`config.mk`:
```
export PLATFORM = sky130hd
export DESIGN_NAME = adder_tree
export DESIGN_NICKNAME = d
export VERILOG_FILES = /design/src/rtl/adder_tree_pkg.sv /design/src/rtl/adder_tree_level.sv /design/src/rtl/adder_tree.sv
export SDC_FILE = /design/constraint.sdc
export NUM_CORES = 1
export LEC_CHECK = 0
export ABC_AREA = 0
export BUFFER_PORTS_ARGS = -buffer_cell sky130_fd_sc_hd__buf_2
export CAP_MARGIN = 30
export CORE_ASPECT_RATIO = 1.4
export CORE_MARGIN = 5
export CORE_UTILIZATION = 49
export CTS_CLUSTER_SIZE = 28
export DETAILED_ROUTE_END_ITERATION = 10
export PLACE_DENSITY = 0.78
export SLEW_MARGIN = 20
export SYNTH_ARGS = -nofsm -noshare
export SYNTH_HDL_FRONTEND = slang
export SYNTH_SLANG_ARGS = --single-unit
```
`constraint.sdc`:
```
create_clock -name clk -period 3.5 [get_ports clk]
set_clock_uncertainty 0.15 [all_clocks]
set_input_delay 0.175 -clock clk [delete_from_list [all_inputs] [get_ports clk]]
set_output_delay 0.175 -clock clk [all_outputs]
set_load 0.1 [all_outputs]
```
`src/rtl/adder_tree_pkg.sv`:
```
// adder_tree_pkg: shared sizing helpers for the pipelined adder tree.
//   tree_levels(parallel)         - number of pairwise-add levels ($clog2)
//   level_width(data_width, lvl)  - lane width at the output of level lvl
//   padded_lanes(parallel)        - lane count rounded up to a power of two
//   DEFAULT_PADDED_LANES          - padded lane count for the default 8 lanes
package adder_tree_pkg;

    localparam int unsigned DEFAULT_PARALLEL = 8;

    function automatic int unsigned tree_levels(input int unsigned parallel);
        return $clog2(parallel);
    endfunction

    // Every level sign-extends by one bit, so nothing can overflow.
    function automatic int unsigned level_width(input int unsigned data_width,
                                                input int unsigned level);
        return data_width + level;
    endfunction

    function automatic int unsigned padded_lanes(input int unsigned parallel);
        return 32'd1 << tree_levels(parallel);
    endfunction

    localparam int unsigned DEFAULT_PADDED_LANES = padded_lanes(DEFAULT_PARALLEL);

endpackage

```
`src/rtl/adder_tree_level.sv`:
```
// adder_tree_level: one registered stage of pairwise signed adds.
//   clk    - rising-edge clock
//   rst_n  - asynchronous active-low reset, clears the stage register
//   din    - 2*PAIRS signed lanes of IN_WIDTH bits, lane k at din[k*IN_WIDTH +: IN_WIDTH]
//   dout   - PAIRS signed sums of IN_WIDTH+1 bits; sum p = lane 2p + lane 2p+1
module adder_tree_level #(
    parameter int unsigned IN_WIDTH = 8,
    parameter int unsigned PAIRS    = 4
) (
    input  logic                            clk,
    input  logic                            rst_n,
    input  logic [2*PAIRS*IN_WIDTH-1:0]     din,
    output logic [PAIRS*(IN_WIDTH+1)-1:0]   dout
);

    localparam int unsigned OW = IN_WIDTH + 1;

    logic [PAIRS*OW-1:0] sum;

    always_comb begin
        sum = '0;
        for (int unsigned p = 0; p < PAIRS; p++) begin
            // Size-casting a signed operand sign-extends it to OW bits.
            sum[p*OW +: OW] = OW'($signed(din[(2*p)*IN_WIDTH +: IN_WIDTH]))
                            + OW'($signed(din[(2*p+1)*IN_WIDTH +: IN_WIDTH]));
        end
    end

    always_ff @(posedge clk or negedge rst_n) begin
        if (!rst_n) begin
            dout <= '0;
        end else begin
            dout <= sum;
        end
    end

endmodule

```
`src/rtl/adder_tree.sv`:
```
// adder_tree: pipelined binary adder tree reducing PARALLEL signed lanes to
// one full-precision sum per clock.
//   clk    - rising-edge clock
//   rst_n  - asynchronous active-low reset, clears every pipeline register
//   din    - PARALLEL packed signed lanes, lane k at din[k*DATA_WIDTH +: DATA_WIDTH]
//   dout   - signed sum, DATA_WIDTH+$clog2(PARALLEL) bits
// Latency is $clog2(PARALLEL) cycles. Build option ADDER_TREE_IN_REG_EN adds an
// input register bank in front of level 1 (latency +1).
module adder_tree
    import adder_tree_pkg::*;
#(
    parameter int unsigned DATA_WIDTH = 8,
    parameter int unsigned PARALLEL   = 8
) (
    input  logic                                    clk,
    input  logic                                    rst_n,
    input  logic [DATA_WIDTH*PARALLEL-1:0]          din,
    output logic [DATA_WIDTH+$clog2(PARALLEL)-1:0]  dout
);

    localparam int unsigned LEVELS = tree_levels(PARALLEL);
    localparam int unsigned PADDED = padded_lanes(PARALLEL);

    logic [PADDED*DATA_WIDTH-1:0] din_pad;
    logic [PADDED*DATA_WIDTH-1:0] lvl0;

    // Missing lanes up to the next power of two are tied to zero.
    if (PADDED > PARALLEL) begin : g_pad
        assign din_pad = {{((PADDED-PARALLEL)*DATA_WIDTH){1'b0}}, din};
    end else begin : g_nopad
        assign din_pad = din;
    end

`ifdef ADDER_TREE_IN_REG_EN
    always_ff @(posedge clk or negedge rst_n) begin
        if (!rst_n) begin
            lvl0 <= '0;
        end else begin
            lvl0 <= din_pad;
        end
    end
`else
    assign lvl0 = din_pad;
`endif

    // Each level's bus lives in its own generate scope; level l reads the
    // output of scope l-1, so all widths are exact and every bit is used.
    for (genvar l = 1; l <= LEVELS; l++) begin : g_lvl
        localparam int unsigned IW    = level_width(DATA_WIDTH, l - 1);
        localparam int unsigned PAIRS = PADDED >> l;

        logic [2*PAIRS*IW-1:0]     sin;
        logic [PAIRS*(IW+1)-1:0]   sout;

        if (l == 1) begin : g_first
            assign sin = lvl0;
        end else begin : g_next
            assign sin = g_lvl[l-1].sout;
        end

        adder_tree_level #(
            .IN_WIDTH (IW),
            .PAIRS    (PAIRS)
        ) u_level (
            .clk   (clk),
            .rst_n (rst_n),
            .din   (sin),
            .dout  (sout)
        );
    end

    assign dout = g_lvl[LEVELS].sout;

endmodule

```
==> impl_metrics.env <==
export IMPL_cts_resized=0
export IMPL_grt_pass1_wl_um=13300
export IMPL_layout_common_cells="76 x buf_2, 67 x dfrtp_1, 60 x ha_1"
export IMPL_regMostFlops="g_lvl.u_level.dout"
export IMPL_syn2layout_area_growth_pct=24.6
export IMPL_reg2reg_slack_ns=1.25
export IMPL_end_kind="register"
export IMPL_syn_area_per_cell_um2=10.8
export IMPL_maxSlewViolCount=0
export IMPL_r2r_cells=8
export IMPL_postCtsSetupBuffers=0
export IMPL_root_buffer="clkbuf_16"
export IMPL_die_w_um=86.2
export IMPL_clk_insertion_delay_late_ns=0.33
export IMPL_crit_arrival_ns=2.45
export IMPL_clockBufferDepth=2
export IMPL_crit_type="primary input to register"
export IMPL_tns_ns=0
export IMPL_antenna_found_initial=0
export IMPL_syn_area_um2=3980
export IMPL_dp_slack_ns=1.34
export IMPL_worst_ep_required_time_ns=3.56
export IMPL_max_slew_margin_pct=46.1
export IMPL_grt_start_max_net_pins=40
export IMPL_syn_nets=500
export IMPL_clk_pin_slew_ns=0.05
export IMPL_cts_tree="yes"
export IMPL_critPathMaxFanout=2
export IMPL_rsz0062_at_grt="no"
export IMPL_num_antenna_cells=0
export IMPL_syn_inst=367
export IMPL_yosysWarnings=0
export IMPL_routabilityCongestion=0.863
export IMPL_vias_per_cell=5.25
export IMPL_setup_violations=0
export IMPL_crit_end="g_lvl[1].u_level.dout[35]"
export IMPL_drt_pass1_iterations=4
export IMPL_hpwlAfterDp_um=5930
export IMPL_grtUsageTotal_pct=16.7
export IMPL_drc=0
export IMPL_initial_core_util_pct=49.4
export IMPL_fmax_ghz=0.418
export IMPL_crit_start="din[56]"
export IMPL_ys_async_sr_fraction_pct=100
export IMPL_hold_violations=0
export IMPL_powerDensity_nw_per_um2=823
export IMPL_drive_above_1_share_pct=20.3
export IMPL_tightest_slew_ns=0.809
export IMPL_routed_wl_um=7600
export IMPL_p_leak_nw=2.42
export IMPL_grt_pass1_vias=3156
export IMPL_fin_crit_ns=2.39
export IMPL_r2r_end="g_lvl[3].u_level.dout[6]"
export IMPL_synth_cell_types=36
export IMPL_overflow=0
export IMPL_post_drt_wl_per_cell_um=13.2
export IMPL_drt_iter0_drc=94
export IMPL_io_pins=77
export IMPL_r2r_start="g_lvl[2].u_level.dout[0]"
export IMPL_dieArea_um2=10100
export IMPL_mostFrequentLayoutCell="buf_2"
export IMPL_tritoncts_num_buffers=9
export IMPL_rows=39
export IMPL_coreArea_um2=8050
export IMPL_portBuffers=76
export IMPL_postRouteAntennaNets=0
export IMPL_status="complete, no violations"
export IMPL_clock_sinks=67
export IMPL_ys_seq_elements=67
export IMPL_dr_total_vias=3018
export IMPL_top_regs="g_lvl.u_level.dout x67"
export IMPL_finalWorstSetupSlack_ns=1.11
export IMPL_ys_seq_area_share_pct=42.1
export IMPL_cp_start_kind="primary input"
export IMPL_hp_class="primary input to register"
export IMPL_die_h_um=117
export IMPL_ys_flop_type="dfrtp_1"
export IMPL_maxCapViolCount=0
export IMPL_num_nets_final=601
export IMPL_ir_drop_v=0.000594
export IMPL_synth_edf_count=0
export IMPL_post_route_period_util_pct=68.4
export IMPL_holdBufCountCts=14
export IMPL_largest_reg_flops=67
export IMPL_cts_max_level=3
export IMPL_fill_cells=660
-- critical path, stage by stage --
cell	delay [ns]
dlygate4sd3_1	0.54
buf_2	0.12
ha_1	0.20
fa_1	0.43
a21o_1	0.20
a21oi_1	0.21
o21ai_1	0.12
o21a_1	0.18
o41ai_1	0.27
-- worst min-delay path by stage --
stage	end	startpoint	cells after the start	slack, ns
final	g_lvl[1].u_level.dout[10]	din[25]	2	0.008
after global routing	g_lvl[1].u_level.dout[10]	din[25]	2	0.03
after CTS	g_lvl[1].u_level.dout[10]	din[25]	2	0.002
after detailed placement	g_lvl[3].u_level.dout[8]	rst_n	1	0.17
after global placement	g_lvl[3].u_level.dout[8]	rst_n	1	0.15
after floorplan	g_lvl[1].u_level.dout[0]	rst_n	0	-0.27
-- synth_stat cells, drive strengths merged, types with 3 or more instances --
cell / n / area share (%)
a211oi: 5 / 0.94
a21o: 10 / 1.9
a21oi: 23 / 2.9
a31oi: 3 / 0.47
and3: 4 / 0.75
dfrtp: 67 / 42
fa: 7 / 3.5
ha: 60 / 19
inv: 27 / 2.5
nand2: 16 / 1.5
nand3: 9 / 1.1
nor2: 26 / 2.5
nor2b: 4 / 0.63
nor3: 4 / 0.50
o211ai: 5 / 0.94
o21a: 3 / 0.57
o21ai: 18 / 2.3
o21bai: 11 / 2.1
o22ai: 4 / 0.63
o41ai: 4 / 0.88
xnor2: 27 / 5.9
xor2: 13 / 2.9
-- layer usage --
metal	track usage, %	share of wire, %
met1	16.8	36
met2	32.1	58
met3	2.89	3.9
met4	9.46	2.5
met5	0	0
-- layout make-up --
class	count	area [um2]	share of cell area, %
flip-flops and latches	67	1680	33.8
repair buffers	91	528	10.6
well taps	102	128	2.57
multi-input cells	272	2200	44.3
clock inverters	4	72.6	1.46
inverters	27	101	2.04
clock buffers	12	256	5.17
-- through the flow --
step	cells	utilization [%]	hold slack, ns	instance area, um2	total power, mW
floorplan	367	-	-0.271	3980	2.72
global placement	545	55.8	0.151	4490	3.03
detailed placement	545	55.8	0.166	4490	3.09
CTS	575	61.6	0.00240	4960	4.11
global route	575	61.6	0.0303	4960	4.37
finish	575	61.6	0.00826	4960	4.08
-- cell families (layout without fill, tap and decap cells) --
logic type / Yosys count / after routing / share of synthesized area, %
AOI/OAI and AO/OA: 95 / 95 / 16.0
xor gates and xnor gates: 40 / 40 / 8.80
adders and majority gates: 67 / 67 / 22.4
buffers and inverters: 28 / 134 / 2.64
DFF: 67 / 67 / 42.1
and+or+nand+nor: 70 / 70 / 8.08
-- where the power goes --
part           internal, mW  leakage (nW)  switching, mW  total [mW]
logic                 0.714          1.48           1.28        2.00
clock network         0.660         0.159          0.303       0.963
registers              1.04         0.786         0.0782        1.12
(Power assumes the default switching activity.)
